## src/rtl/rv32_stage_fifo.sv

```systemverilog
// rv32_stage_fifo: elastic valid/ready buffer that sits between two RV32
// pipeline stages. The stage record is carried as an opaque DATA_W vector in a
// DEPTH-entry circular buffer. It supports backpressure, multi-entry buffering
// and flush with bubble fill. BUBBLE is driven on out_data whenever the buffer
// is empty.
// Optional feature: define RV32_STAGE_FIFO_STATS_EN to add the saturating
// stall_cycles output. The counter is cleared by rst only.
module rv32_stage_fifo #(
  parameter int                 DATA_W = 64,
  parameter int                 DEPTH  = 2,
  parameter logic [DATA_W-1:0]  BUBBLE = DATA_W'(64'h0000_0013_0000_0000)
) (
  input  logic                          clk,
  input  logic                          rst,
  input  logic                          flush,
  input  logic                          in_valid,
  output logic                          in_ready,
  input  logic [DATA_W-1:0]             in_data,
  output logic                          out_valid,
  input  logic                          out_ready,
  output logic [DATA_W-1:0]             out_data,
`ifdef RV32_STAGE_FIFO_STATS_EN
  output logic [31:0]                   stall_cycles,
`endif
  output logic [$clog2(DEPTH+1)-1:0]    count
);

  localparam int               CNT_W    = $clog2(DEPTH + 1);
  localparam int               PTR_W    = (DEPTH > 1) ? $clog2(DEPTH) : 1;
  localparam logic [CNT_W-1:0] DEPTH_C  = CNT_W'(DEPTH);
  localparam logic [PTR_W-1:0] LAST_PTR = PTR_W'(DEPTH - 1);

  logic [DATA_W-1:0] mem_q [DEPTH];
  logic [PTR_W-1:0]  wr_ptr_q, wr_ptr_d;
  logic [PTR_W-1:0]  rd_ptr_q, rd_ptr_d;
  logic [CNT_W-1:0]  count_q,  count_d;
  logic              push, pop;

  // Pointer advance with wrap at DEPTH-1. This also covers non-power-of-two depths.
  function automatic logic [PTR_W-1:0] ptr_inc(input logic [PTR_W-1:0] p);
    return (p == LAST_PTR) ? '0 : p + PTR_W'(1);
  endfunction

  // Handshake outputs come from registered occupancy only. This keeps
  // out_ready out of the in_ready path.
  assign in_ready  = (count_q < DEPTH_C);
  assign out_valid = (count_q != '0);
  assign out_data  = out_valid ? mem_q[rd_ptr_q] : BUBBLE;
  assign count     = count_q;

  assign push = in_valid  & in_ready  & ~flush;
  assign pop  = out_valid & out_ready & ~flush;

  // Next-state for pointers and occupancy. Flush returns everything to zero.
  always_comb begin
    wr_ptr_d = wr_ptr_q;
    rd_ptr_d = rd_ptr_q;
    count_d  = count_q;
    if (flush) begin
      wr_ptr_d = '0;
      rd_ptr_d = '0;
      count_d  = '0;
    end else begin
      if (push) wr_ptr_d = ptr_inc(wr_ptr_q);
      if (pop)  rd_ptr_d = ptr_inc(rd_ptr_q);
      case ({push, pop})
        2'b10:   count_d = count_q + CNT_W'(1);
        2'b01:   count_d = count_q - CNT_W'(1);
        default: count_d = count_q;
      endcase
    end
  end

  // Control state register. rst takes priority over the flush handling above.
  always_ff @(posedge clk) begin
    if (rst) begin
      wr_ptr_q <= '0;
      rd_ptr_q <= '0;
      count_q  <= '0;
    end else begin
      wr_ptr_q <= wr_ptr_d;
      rd_ptr_q <= rd_ptr_d;
      count_q  <= count_d;
    end
  end

  // Payload storage is not reset. Flush leaves stale contents behind because
  // the count gates what is visible.
  always_ff @(posedge clk) begin
    if (push) mem_q[wr_ptr_q] <= in_data;
  end

`ifdef RV32_STAGE_FIFO_STATS_EN
  logic [31:0] stall_q, stall_d;

  function automatic logic [31:0] sat_inc32(input logic [31:0] v);
    return (v == 32'hFFFF_FFFF) ? v : v + 32'd1;
  endfunction

  // Upstream stall counting. A cycle counts when a valid entry is refused and
  // no flush is in progress.
  always_comb begin
    stall_d = stall_q;
    if (in_valid & ~in_ready & ~flush) stall_d = sat_inc32(stall_q);
  end

  // Stall counter register. It is cleared by rst only and survives a flush.
  always_ff @(posedge clk) begin
    if (rst) stall_q <= '0;
    else     stall_q <= stall_d;
  end

  assign stall_cycles = stall_q;
`endif

endmodule

```

## config.mk

```make
export PLATFORM = sky130hd
export DESIGN_NAME = rv32_stage_fifo
export DESIGN_NICKNAME = d
export VERILOG_FILES = /design/src/rtl/rv32_stage_fifo.sv
export SDC_FILE = /design/constraint.sdc
export NUM_CORES = 1
export LEC_CHECK = 0
export ABC_CLOCK_PERIOD_IN_PS = 6100
export BUFFER_PORTS_ARGS = -buffer_cell sky130_fd_sc_hd__buf_4
export CORE_ASPECT_RATIO = 1.5
export CORE_MARGIN = 2
export CORE_UTILIZATION = 44
export DETAILED_ROUTE_END_ITERATION = 16
export PLACE_DENSITY = 0.69
export SLEW_MARGIN = 20
export SYNTH_ARGS = -nofsm -noshare
export SYNTH_HDL_FRONTEND = slang
export SYNTH_SLANG_ARGS = --single-unit
```

## constraint.sdc

```tcl
create_clock -name clk -period 6.1 [get_ports clk]
set_input_delay 1.22 -clock clk [delete_from_list [all_inputs] [get_ports clk]]
set_output_delay 1.22 -clock clk [all_outputs]
set_load 0.01 [all_outputs]
```

Word-level counts from Yosys, hierarchy flattened
Memories as Yosys holds them, arrays and structs flattened. A register that Yosys moved wholly into a read port is not among the register bits.
Index checks and enable logic that the tools add are counted.
{"block": "op_classes", "addsub": 4, "magnitude_cmp": 1, "n_eq_ne": 2, "muxes": 8, "bitwise": 5, "n_reduce_logical": 3}
{"operator": "64-bit two-way mux", "count": 1}
{"operator": "1-bit two-way mux", "count": 6}
{"operator": "1-bit bitwise AND", "count": 4}
{"operator": "2-bit one-hot mux with 2 select lines", "count": 1}
{"operator": "2-bit nonzero test", "count": 2}
{"operator": "1-bit adder, second input constant", "count": 2}
{"operator": "2-bit by 1-bit adder with 2-bit output, second input constant", "count": 1}
{"operator": "2-bit by 1-bit equality test with 1-bit output, second input constant", "count": 1}
{"operator": "2-bit equality test, second input constant", "count": 1}
{"operator": "2-bit less-than comparator, second input constant", "count": 1}
{"operator": "2-bit OR reduction", "count": 1}
{"operator": "2-bit by 1-bit subtractor with 2-bit output, second input constant", "count": 1}
{"operator": "1-bit inverter", "count": 1}
{"block": "totals", "reg_bits": 4, "ram_bits": 128, "input_bits": 69, "out_inout_bits": 68, "word_cells": 27, "n_memories": 1}
{"memory": "mem_q", "depth": 2, "word_bits": 64, "read_ports": 1, "rd_clocked_by_memory_dff": 1, "wr": 1, "line": "33", "text": "logic [DATA_W-1:0] mem_q [DEPTH];"}

Depth between registers and ports, before layout
Gate-level depths: netlist (run 1).
{"block": "depth", "depth_word": 5, "mapped_depth": 6, "mapped_depth_nobuf": 6}

Least setup slack after synthesis (run 1)
No wires, ideal clock.
{"block": "synth_timing", "kind": "input to register", "startpoint": "input in_valid", "endpoint": "memory mem_q[0][0] (enable)", "setup_ps": 486, "t_arrival_ps": 4190, "t_required_ps": 5614, "setup_slack_ps": 1423, "cell_stages": 3, "path_buffers": 0, "cell_sequence": "nor2b_1 -> nand2b_1 -> nor2_1"}
{"block": "synth_via", "elab_chain_len": 4}
{"item": "from (decl)", "line": "16", "text": "input logic in_valid,"}
{"item": "1-bit bitwise AND (2 in series)", "line": "51", "text": "assign push = in_valid & in_ready & ~flush;"}
{"item": "1-bit two-way mux", "line": "90", "text": "if (push) mem_q[wr_ptr_q] <= in_data;"}
{"item": "1-bit two-way mux (implied by the code)", "line": "90"}
{"item": "to (decl)", "line": "33"}
No other way between the ends.

==> metrics.md, run 1 <==
| Metric | Value |
|---|---|
| Fin nets | `512` |
| R2R Path End | `mem_q[0][63]` |
| Maximum vdd drop | `0.000208 V` |
| Required time of the worst setup path | `4.88 ns` |
| Area grow syn2layout | `35.6%` |
| Hold path depth | `2` |
| Slew at the pin closest to its max-slew limit | `0.775 ns` |
| Post-synth EDFFs | `128` |
| Most frequent cell after synthesis | `edfxtp_1` |
| Largest net degree at the start of global routing | `65` |
| Worst r2r src | `count[1]` |
| Combinational Power Share | `0.056` |
| Switching share of power | `0.200` |
| Distinct cells, synth | `17` |
| Area of the multi-input gates | `1020 µm²` |
| Asr flop ratio synth | `0` |
| Met3 WL | `444 µm` |
| Hold Path Sink | `rd_ptr_q` |
| Slew margin rel. | `0.482` |
| Chip width | `91.1 µm` |
| IO buf count | `136` |
| Worst hold start | `rd_ptr_q` |
| CORE AREA | `11100 µm²` |
| Leading area contributor after synthesis | `edfxtp_1` |
| Register-to-register setup slack | `3.73 ns` |
| Gr usage total | `0.155` |
| Area share of the largest cell type after synthesis | `0.767` |
| CTS Sinks | `133` |
| GRT overflow | `0` |
| Reg2reg path depth | `4` |
| Post-CTS Repair Setup Buffers | `0` |
| Clk pwr share | `0.450` |
| Fin crit period | `3.16 ns` |
| Critical Path Max Stage Delay | `0.60 ns` |
| Final worst setup slack | `2.94 ns` |
| Antenna-violating nets left | `0` |
| Synth cell count leaders | `128 x edfxtp_1, 65 x nor2_1, 64 x mux2i_1` |
| Detailed Route WL | `9310 µm` |
| Syn nets | `366` |
| Post-layout util | `0.615` |
| CTS resizes | `0` |
| Antenna Diode Count | `0` |
| Leakage | `2.47 nW` |
| Number of synthesized register bits | `133` |
| Reg clk slew, reported paths | `0.05 ns` |
| Cells after Synth | `296` |
| Routed wl met2 | `5120 µm` |
| Synth top area cells | `edfxtp_1 77%, mux2i_1 13%, nor2_1 4.9%` |
| Avg Cell Area, Syn | `16.9 µm²` |
| Max frequency | `0.317 GHz` |
| DR vias | `2909` |
| Pins Over Slew Limit | `0` |
| Pwr per Cell Area | `310 nW/µm²` |
| H-tree depth | `4` |
| Storage cell area | `3950 µm²` |
| Root buffer cell | `clkbuf_16` |
| CP startpoint kind | `flop` |
| Worst Hold Class | `flop to flop` |
| Share of cells above drive strength 1 | `0.378` |
| Filler instances | `874` |
| Outcome | `completed` |
| Clk_lat worst skew | `0.41 ns` |
| Die area | `12300 µm²` |
| Setup TNS | `0 ns` |
| CP cell instances | `buf_16, mux2i_1, nor2_1, buf_4` |
| Switch Pwr | `0.420 mW` |
| Initial DRC count | `152` |
| DRC viols | `0` |
| Post-synth top flop | `edfxtp_1` |
| Setup CP Type | `flop to primary output` |
| Initial antenna violation count | `0` |
| Pre-antenna DRT Iters | `4` |
| Post-DP HPWL | `6130 µm` |
| CP bufs+invs | `2` |
| Arr. time, crit path | `1.94 ns` |
| CP max FO | `44` |
| First-pass GRT wire length | `14200 µm` |
| I/O pin count | `137` |
| Seq/Total Area, Yosys | `0.787` |
| Number of global-route vias before repair | `2896` |
| Final hold violations | `0` |
| CP max stage cell | `dfxtp_4` |
| Synth Cell Area | `5010 µm²` |
| Routability congestion estimate | `0.739` |
| RSZ-0062 raised after global routing | `false` |
| Die Y | `135 µm` |
| Ys Warns | `0` |
| CTS Buffer Depth | `2` |
| CTS Buf Count | `17` |
| Period utilization | `0.518` |
| MaxCap Viol Count | `0` |
| TritonCTS clock tree | `yes` |
| Setup WS pre-CTS | `2.77 ns` |
| Cell area after layout | `6800 µm²` |
| M1 wire length | `3510 µm` |
| Final setup violation count | `0` |
| Routed vias/inst | `4.83` |
| Worst Skew | `0.00455 ns` |
| Area after DPL | `6210 µm²` |
| Hold_buf cts | `0` |
| Top Family by Delay on Critical Path | `flip-flops` |
| Power consumption | `2.11 mW` |
| Post-DR wirelength/cell | `15.5 µm` |
| Pint | `1.69 mW` |
| Top layer in use | `met4` |
| Starting Density | `0.453` |
| Row cnt | `47` |
| CP Capture Type | `primary output` |
| Sequential share of power | `0.494` |
layout make-up:
cell class / instances / area share
clock buffer: 17 / 0.0626
clock inverter: 15 / 0.0202
inverter: 3 / 0.00166
multi-input combinational: 147 / 0.150
sequential: 133 / 0.581
tap: 147 / 0.0271
timing repair buffer: 140 / 0.158
state kept, by name, indices dropped and copies added, names as in the netlist, named ones only:
signal and count:
rd_ptr_q 1, wr_ptr_q 1, mem_q 128, count 2
stage by stage:
stage	hold slack (ns)	std cells
2_1_floorplan	0.520	296
4_1_cts	0.573	601
3_5_place_dp	0.561	569
3_3_place_gp	0.555	569
5_1_grt	0.628	602
6_report	0.575	602
tightest hold or removal path, cell delays in order, from the launching register on:
cell,delay (ns)
dfxtp_1,0.32
xor2_1,0.08
nor3_1,0.12
metal layers:
metal / track usage / vias to the layer above
met2: 0.274 / 105
met4: 0.0825 / 0
met5: 0 / -
met3: 0.0407 / 18
met1: 0.169 / 1392
li1: - / 1394
power by group through the flow:
stage | logic [mW] | clock network (mW) | registers, mW
after floorplan | 0.0461 | 0 | 1.06
after global placement | 0.115 | 0 | 1.06
after detailed placement | 0.118 | 0 | 1.06
after CTS | 0.118 | 0.966 | 1.04
after global routing | 0.129 | 1.01 | 1.04
final | 0.118 | 0.948 | 1.04
kinds of logic (layout without fill, tap and decap cells):
group,count (synthesis),after routing,synth area share
and+or+nand+nor,75,75,0.0587
DFF,133,133,0.787
buffers and inverters,16,175,0.0137
xor gates and xnor gates,4,4,0.00699
adders and majority gates,1,1,0.00250
AOI/OAI and AO/OA,3,3,0.00350
muxes,64,64,0.128
cells in the final DEF, fill, tap and decap left out, types with 3 or more instances in the layout:
master and n:
buf_4 139, edfxtp_1 128, mux2i_1 64, nor2_1 62, clkbuf_16 17, nor3_1 4
clkinv_1 4, clkinv_2 4, dfxtp_1 4, nor2_4 3, inv_1 3, nand2_1 3
worst max path at each step:
stage / start / end / slack (ns) / cells past startpoint
2_1_floorplan: in_valid / mem_q[0][0] / 1.42 / 3
3_3_place_gp: in_valid / mem_q[1][22] / 2.81 / 5
3_5_place_dp: in_valid / mem_q[0][22] / 2.77 / 5
4_1_cts: flop / out_data[26] / 2.70 / 3
5_1_grt: count[1] / out_data[36] / 2.84 / 5
6_report: flop / out_data[26] / 2.94 / 4
Power figures use the tool's default switching activity.
==> run 2, diff against run 1 <==
--- a/config.mk
+++ b/config.mk
@@ -5,7 +5,8 @@
 export SDC_FILE = /design/constraint.sdc
 export NUM_CORES = 1
 export LEC_CHECK = 0
-export ABC_CLOCK_PERIOD_IN_PS = 6100
+export ABC_AREA = 1
+export ABC_CLOCK_PERIOD_IN_PS = 3100
 export BUFFER_PORTS_ARGS = -buffer_cell sky130_fd_sc_hd__buf_4
 export CORE_ASPECT_RATIO = 1.5
 export CORE_MARGIN = 2
==> constraint.sdc (replaced) <==
create_clock -name clk -period 3.1 [get_ports clk]
set_input_delay 0.62 -clock clk [delete_from_list [all_inputs] [get_ports clk]]
set_output_delay 0.62 -clock clk [all_outputs]
set_load 0.01 [all_outputs]
==> metrics.md, run 2 <==
| Metric | Value |
|---|---|
| Routability congestion estimate | `0.791` |
| Detailed Route WL | `10700 µm` |
| RSZ-0062 raised after global routing | `false` |
| Number of synthesized register bits | `133` |
| Synth Cell Area | `5020 µm²` |
| Leakage | `2.68 nW` |
| First-pass GRT wire length | `16500 µm` |
| Worst Skew | `0.00566 ns` |
| Routed vias/inst | `4.92` |
| Final setup violation count | `0` |
| Post-DR wirelength/cell | `15.6 µm` |
| Row cnt | `47` |
| Setup WS pre-CTS | `0.986 ns` |
| Outcome | `completed` |
| DRC viols | `0` |
| Area share of the largest cell type after synthesis | `0.766` |
| IO buf count | `136` |
| CP Capture Type | `primary output` |
| Final worst setup slack | `0.594 ns` |
| Slew at the pin closest to its max-slew limit | `0.692 ns` |
| Fin crit period | `2.51 ns` |
| Number of global-route vias before repair | `3551` |
| Required time of the worst setup path | `2.48 ns` |
| Commonest non-fill, non-tap cell in the layout | `buf_4` |
| R2R Path End | `count[1]` |
| TritonCTS clock tree | `yes` |
| CP startpoint kind | `flop` |
| Top layer in use | `met4` |
| Final hold violations | `0` |
| Arr. time, crit path | `1.89 ns` |
| Pre-antenna DRT Iters | `4` |
| Chip width | `91.2 µm` |
| Reg2reg path depth | `10` |
| Initial antenna violation count | `0` |
| CORE AREA | `11100 µm²` |
| Max frequency | `0.399 GHz` |
| MaxCap Viol Count | `0` |
| Hold path depth | `1` |
| Initial DRC count | `202` |
| Setup CP Type | `flop to primary output` |
| Starting Density | `0.454` |
| Fin nets | `591` |
| Maximum vdd drop | `0.000483 V` |
| Synth cell count leaders | `134 x nand2_1, 128 x edfxtp_1, 62 x a21oi_1` |
| Pwr per Cell Area | `631 nW/µm²` |
| H-tree depth | `4` |
| Synth Area in Adders | `0.00249` |
| Post-layout util | `0.617` |
| Post-synth EDFFs | `128` |
| Post-synth top flop | `edfxtp_1` |
| DR vias | `3348` |
| CTS Buf Count | `17` |
| Hold Path Sink | `mem_q[0][11]` |
| Most flops, register | `mem_q` |
| Most frequent cell after synthesis | `nand2_1` |
| Avg Cell Area, Syn | `13.2 µm²` |
| Asr flop ratio synth | `0` |
| Gr usage total | `0.176` |
| M1 wire length | `3920 µm` |
| Worst hold start | `in_data[11]` |
| GRT overflow | `0` |
| Syn nets | `449` |
| CP max FO | `30` |
| Compound-cell area share of the yosys netlist | `0.0640` |
| CTS Sinks | `133` |
| Largest register FFs | `128` |
| Worst Hold Class | `primary input to flop` |
| Synth top area cells | `edfxtp_1 77%, nand2_1 10%, a21oi_1 6.2%` |
| Cells after Synth | `379` |
| Antenna-violating nets left | `0` |
| Worst r2r src | `count[0]` |
| Reg clk slew, reported paths | `0.06 ns` |
| CTS Buffer Depth | `2` |
| Post-synthesis simple-gate area fraction | `0.118` |
| Die Y | `135 µm` |
| Most frequent cells in the layout | `139 x buf_4, 134 x nand2_1, 128 x edfxtp_1` |
| CTS resizes | `0` |
| Multiplexer area fraction after synthesis | `0` |
| Share of cells above drive strength 1 | `0.330` |
| Routed wl met2 | `5760 µm` |
| Leading area contributor after synthesis | `edfxtp_1` |
| Antenna Diode Count | `0` |
| Root buffer cell | `clkbuf_16` |
| Main combinational cell family by area after synthesis | `simple AND/OR/NAND/NOR gates` |
| Clk_lat worst skew | `0.40 ns` |
| Register-to-register setup slack | `1.12 ns` |
| Distinct cells, synth | `17` |
| Slew margin rel. | `0.538` |
| Largest net degree at the start of global routing | `65` |
| Area grow syn2layout | `35.9%` |
| Filler instances | `861` |
| Met3 WL | `642 µm` |
| Post-DP HPWL | `6660 µm` |
| Hold_buf cts | `0` |
| Xor/xnor share of the synthesized area | `0.00174` |
| Post-CTS Repair Setup Buffers | `0` |
| Seq/Total Area, Yosys | `0.785` |
| I/O pin count | `137` |
| Die area | `12300 µm²` |
| Pins Over Slew Limit | `0` |
| Period utilization | `0.808` |
| Ys Warns | `0` |
run 2: critical path: stages (launching register included):
cell	delay, ns
dfxtp_2	0.32
inv_2	0.40
buf_4	0.33
nand2_1	0.09
a21oi_1	0.19
buf_4	0.16
run 2: worst max-delay path by stage:
stage,start,endpoint,slack (ns),cells after the start
CTS,flop,out_data[50],0.54,5
global route,flop,out_data[50],0.45,5
finish,flop,out_data[51],0.59,5
global placement,flop,out_data[50],1.01,5
floorplan,flush,mem_q[0][0],-0.88,3
detailed placement,flop,out_data[50],0.99,5
run 2: area by class of cell:
| cell class | instances | area, µm² | area share |
|---|---|---|---|
| Clock buffer | 17 | 425 | 0.0623 |
| Clock inverter | 15 | 188 | 0.0275 |
| Inverter | 8 | 30.0 | 0.00440 |
| Multi-Input combinational cell | 219 | 950 | 0.139 |
| Sequential cell | 133 | 3950 | 0.578 |
| Tap cell | 147 | 184 | 0.0269 |
| Timing Repair Buffer | 142 | 1100 | 0.162 |
run 2: stage by stage:
stage / TNS [ns] / hold WS, ns / power [mW] / cells / instance area [µm²]
final: 0 / 0.400 / 4.31 / 681 / 6830
after global routing: 0 / 0.384 / 4.44 / 681 / 6830
after CTS: 0 / 0.384 / 4.34 / 681 / 6830
after detailed placement: 0 / 0.497 / 2.31 / 649 / 6210
after global placement: 0 / 0.481 / 2.30 / 649 / 6210
after floorplan: -112.71 / 0.465 / 2.16 / 379 / 5020
run 2: logic make-up after synthesis:
kind of cell,Yosys count
AND/OR/NAND/NOR,153
buffers and inverters,27
flip-flops,133
XOR/XNOR,1
AO/OA/AOI/OAI,64
adder cells (fa/ha/maj),1
run 2: power breakdown:
part           total (mW)  internal, mW  switching, mW
sequential           2.04          2.03         0.0127
clock                2.04          1.33          0.702
combinational       0.234         0.112          0.122
run 2: routing by layer:
metal  up-vias  GRT usage
met5         -          0
li1       1614          -
met4         0      0.112
met2       128      0.314
met1      1579      0.184
met3        27     0.0458
==> run 3, diff against run 2 <==
--- a/config.mk
+++ b/config.mk
@@ -5,14 +5,14 @@
 export SDC_FILE = /design/constraint.sdc
 export NUM_CORES = 1
 export LEC_CHECK = 0
-export ABC_AREA = 1
-export ABC_CLOCK_PERIOD_IN_PS = 3100
+export ABC_AREA = 0
+export ABC_CLOCK_PERIOD_IN_PS = 2300
 export BUFFER_PORTS_ARGS = -buffer_cell sky130_fd_sc_hd__buf_4
 export CORE_ASPECT_RATIO = 1.5
 export CORE_MARGIN = 2
 export CORE_UTILIZATION = 44
 export DETAILED_ROUTE_END_ITERATION = 16
-export PLACE_DENSITY = 0.69
+export PLACE_DENSITY = 0.72
 export SLEW_MARGIN = 20
 export SYNTH_ARGS = -nofsm -noshare
 export SYNTH_HDL_FRONTEND = slang
==> constraint.sdc (replaced) <==
create_clock -name clk -period 2.3 [get_ports clk]
set_input_delay 0.46 -clock clk [delete_from_list [all_inputs] [get_ports clk]]
set_output_delay 0.46 -clock clk [all_outputs]
set_load 0.01 [all_outputs]
==> metrics.md, run 3 (synthesis results as in run 1) <==
| Metric | Value |
|---|---|
| Outcome | `completed` |
| Root buffer cell | `clkbuf_16` |
| CP cell instances | `buf_4, mux2i_1, nor2_1, buf_4` |
| Final Hold Slack | `0.234 ns` |
| Register-to-register setup slack | `0.45 ns` |
| Met1 usage | `0.164` |
| CORE AREA | `11100 µm²` |
| Hold_buf cts | `0` |
| Chip width | `91.1 µm` |
| Most frequent cells in the layout | `140 x buf_4, 128 x edfxtp_1, 64 x mux2i_1` |
| Required time of the worst setup path | `1.84 ns` |
| Leakage | `2.51 nW` |
| CTS Buf Count | `17` |
| Setup CP Type | `flop to primary output` |
| CP Capture Type | `primary output` |
| Clk_lat worst skew | `0.41 ns` |
| Arr. time, crit path | `1.63 ns` |
| Pwr per Cell Area | `825 nW/µm²` |
| CTS Buffer Depth | `2` |
| Max frequency | `0.479 GHz` |
| Post-DP HPWL | `6260 µm` |
| DRC viols | `0` |
| Routed vias/inst | `4.82` |
| GR met2 Demand/Resource | `0.284` |
| Pre-antenna DRT Iters | `4` |
| Slew margin rel. | `0.778` |
| Area after DPL | `6320 µm²` |
| First-pass GRT wire length | `14500 µm` |
| Maximum vdd drop | `0.000542 V` |
| CTS resizes | `0` |
| H-tree depth | `4` |
| Fin crit period | `2.09 ns` |
| RSZ-0062 raised after global routing | `false` |
| Row cnt | `47` |
| Die Y | `135 µm` |
| Period utilization | `0.908` |
| DR vias | `2923` |
| Final hold violations | `0` |
| Worst Skew | `0.00360 ns` |
| Worst Hold Class | `primary input to flop` |
| GRT overflow | `0` |
| Reg clk slew, reported paths | `0.06 ns` |
| Critical Path Max Stage Delay | `0.47 ns` |
| Antenna-violating nets left | `0` |
| Area grow syn2layout | `37.6%` |
| Worst r2r src | `count[1]` |
| Post-DR wirelength/cell | `15.5 µm` |
| Final setup violation count | `0` |
| Met3 usage | `0.0469` |
| Commonest non-fill, non-tap cell in the layout | `buf_4` |
| Routability congestion estimate | `0.721` |
| CP startpoint kind | `flop` |
| Cell area after layout | `6900 µm²` |
| Pins Over Slew Limit | `0` |
| Setup WS pre-CTS | `0.294 ns` |
| Final worst setup slack | `0.212 ns` |
| Largest net degree at the start of global routing | `63` |
| Detailed Route WL | `9420 µm` |
| Top Usage Layer GRT | `met2` |
| I/O pin count | `137` |
| Antenna Diode Count | `0` |
| Die area | `12300 µm²` |
| Initial DRC count | `133` |
| Share of cells above drive strength 1 | `0.391` |
| Initial antenna violation count | `0` |
| CTS Sinks | `133` |
| CP max stage cell | `dfxtp_4` |
| Starting Density | `0.453` |
| Largest register FFs | `128` |
| Post-CTS Repair Setup Buffers | `0` |
| Worst hold start | `in_data[15]` |
| IO buf count | `136` |
| Gr usage total | `0.157` |
| Crit path top cell by count | `buf_4` |
| CP max FO | `11` |
| Fin nets | `517` |
| Most flops, register | `mem_q` |
| MaxCap Viol Count | `0` |
| Number of global-route vias before repair | `2978` |
| TritonCTS clock tree | `yes` |
| Slew at the pin closest to its max-slew limit | `0.333 ns` |
-- run 3: cell count changes in the layout (fill, tap and decap cells not counted), sizes merged, moves of 2 or more --
cell,delta
buf,+3
mux2i,+64
clkinv,-3
nand3,-5
nor2,+53
nor3,+3
a21oi,-62
xnor2,+2
nand2,-131
bufinv,-2
-- run 3: cell type report --
type | instances | area [µm²]
fillers | 862 | 4160
well taps | 147 | 184
clock buffers | 18 | 429
multi-input cells | 147 | 1020
inverters | 3 | 11.3
flip-flops and latches | 133 | 3950
clock inverters | 14 | 153
repair buffers | 145 | 1150
-- run 3: power by group --
part           switching, mW  leakage, nW  internal, mW  total, mW
Sequential            0.0196         1.22          2.74       2.76
Clock                   1.00        0.274          1.61       2.61
Combinational          0.158         1.01         0.165      0.322
Total                   1.18         2.51          4.51       5.69
-- run 3: per-stage QoR --
stage          instances  power, mW   util  setup TNS [ns]
2_1_floorplan        296       2.93      -          -72.12
3_3_place_gp         575       3.12  0.571               0
3_5_place_dp         575       3.14  0.571               0
4_1_cts              607       5.75  0.624               0
5_1_grt              607       5.87  0.624               0
6_report             607       5.69  0.624               0
-- run 3: path summary, 6_finish.rpt --
path,end,cells after the start
min reg2reg,wr_ptr_q,2
max,out_data[35],4
min,mem_q[0][15],1
max reg2reg,count[1],5
-- run 3: layer usage --
layer | vias to the layer above | part of all wire
li1 | 1398 | -
met3 | 20 | 0.058
met4 | 0 | 0.025
met2 | 109 | 0.55
met5 | - | 0
met1 | 1396 | 0.37
-- run 3: critical path, delay by kind of cell (launching register included) --
kind | cells | cell delay (ns)
DFF | 1 | 0.47
buffers and inverters | 2 | 0.43
and+or+nand+nor | 1 | 0.06
muxes | 1 | 0.26
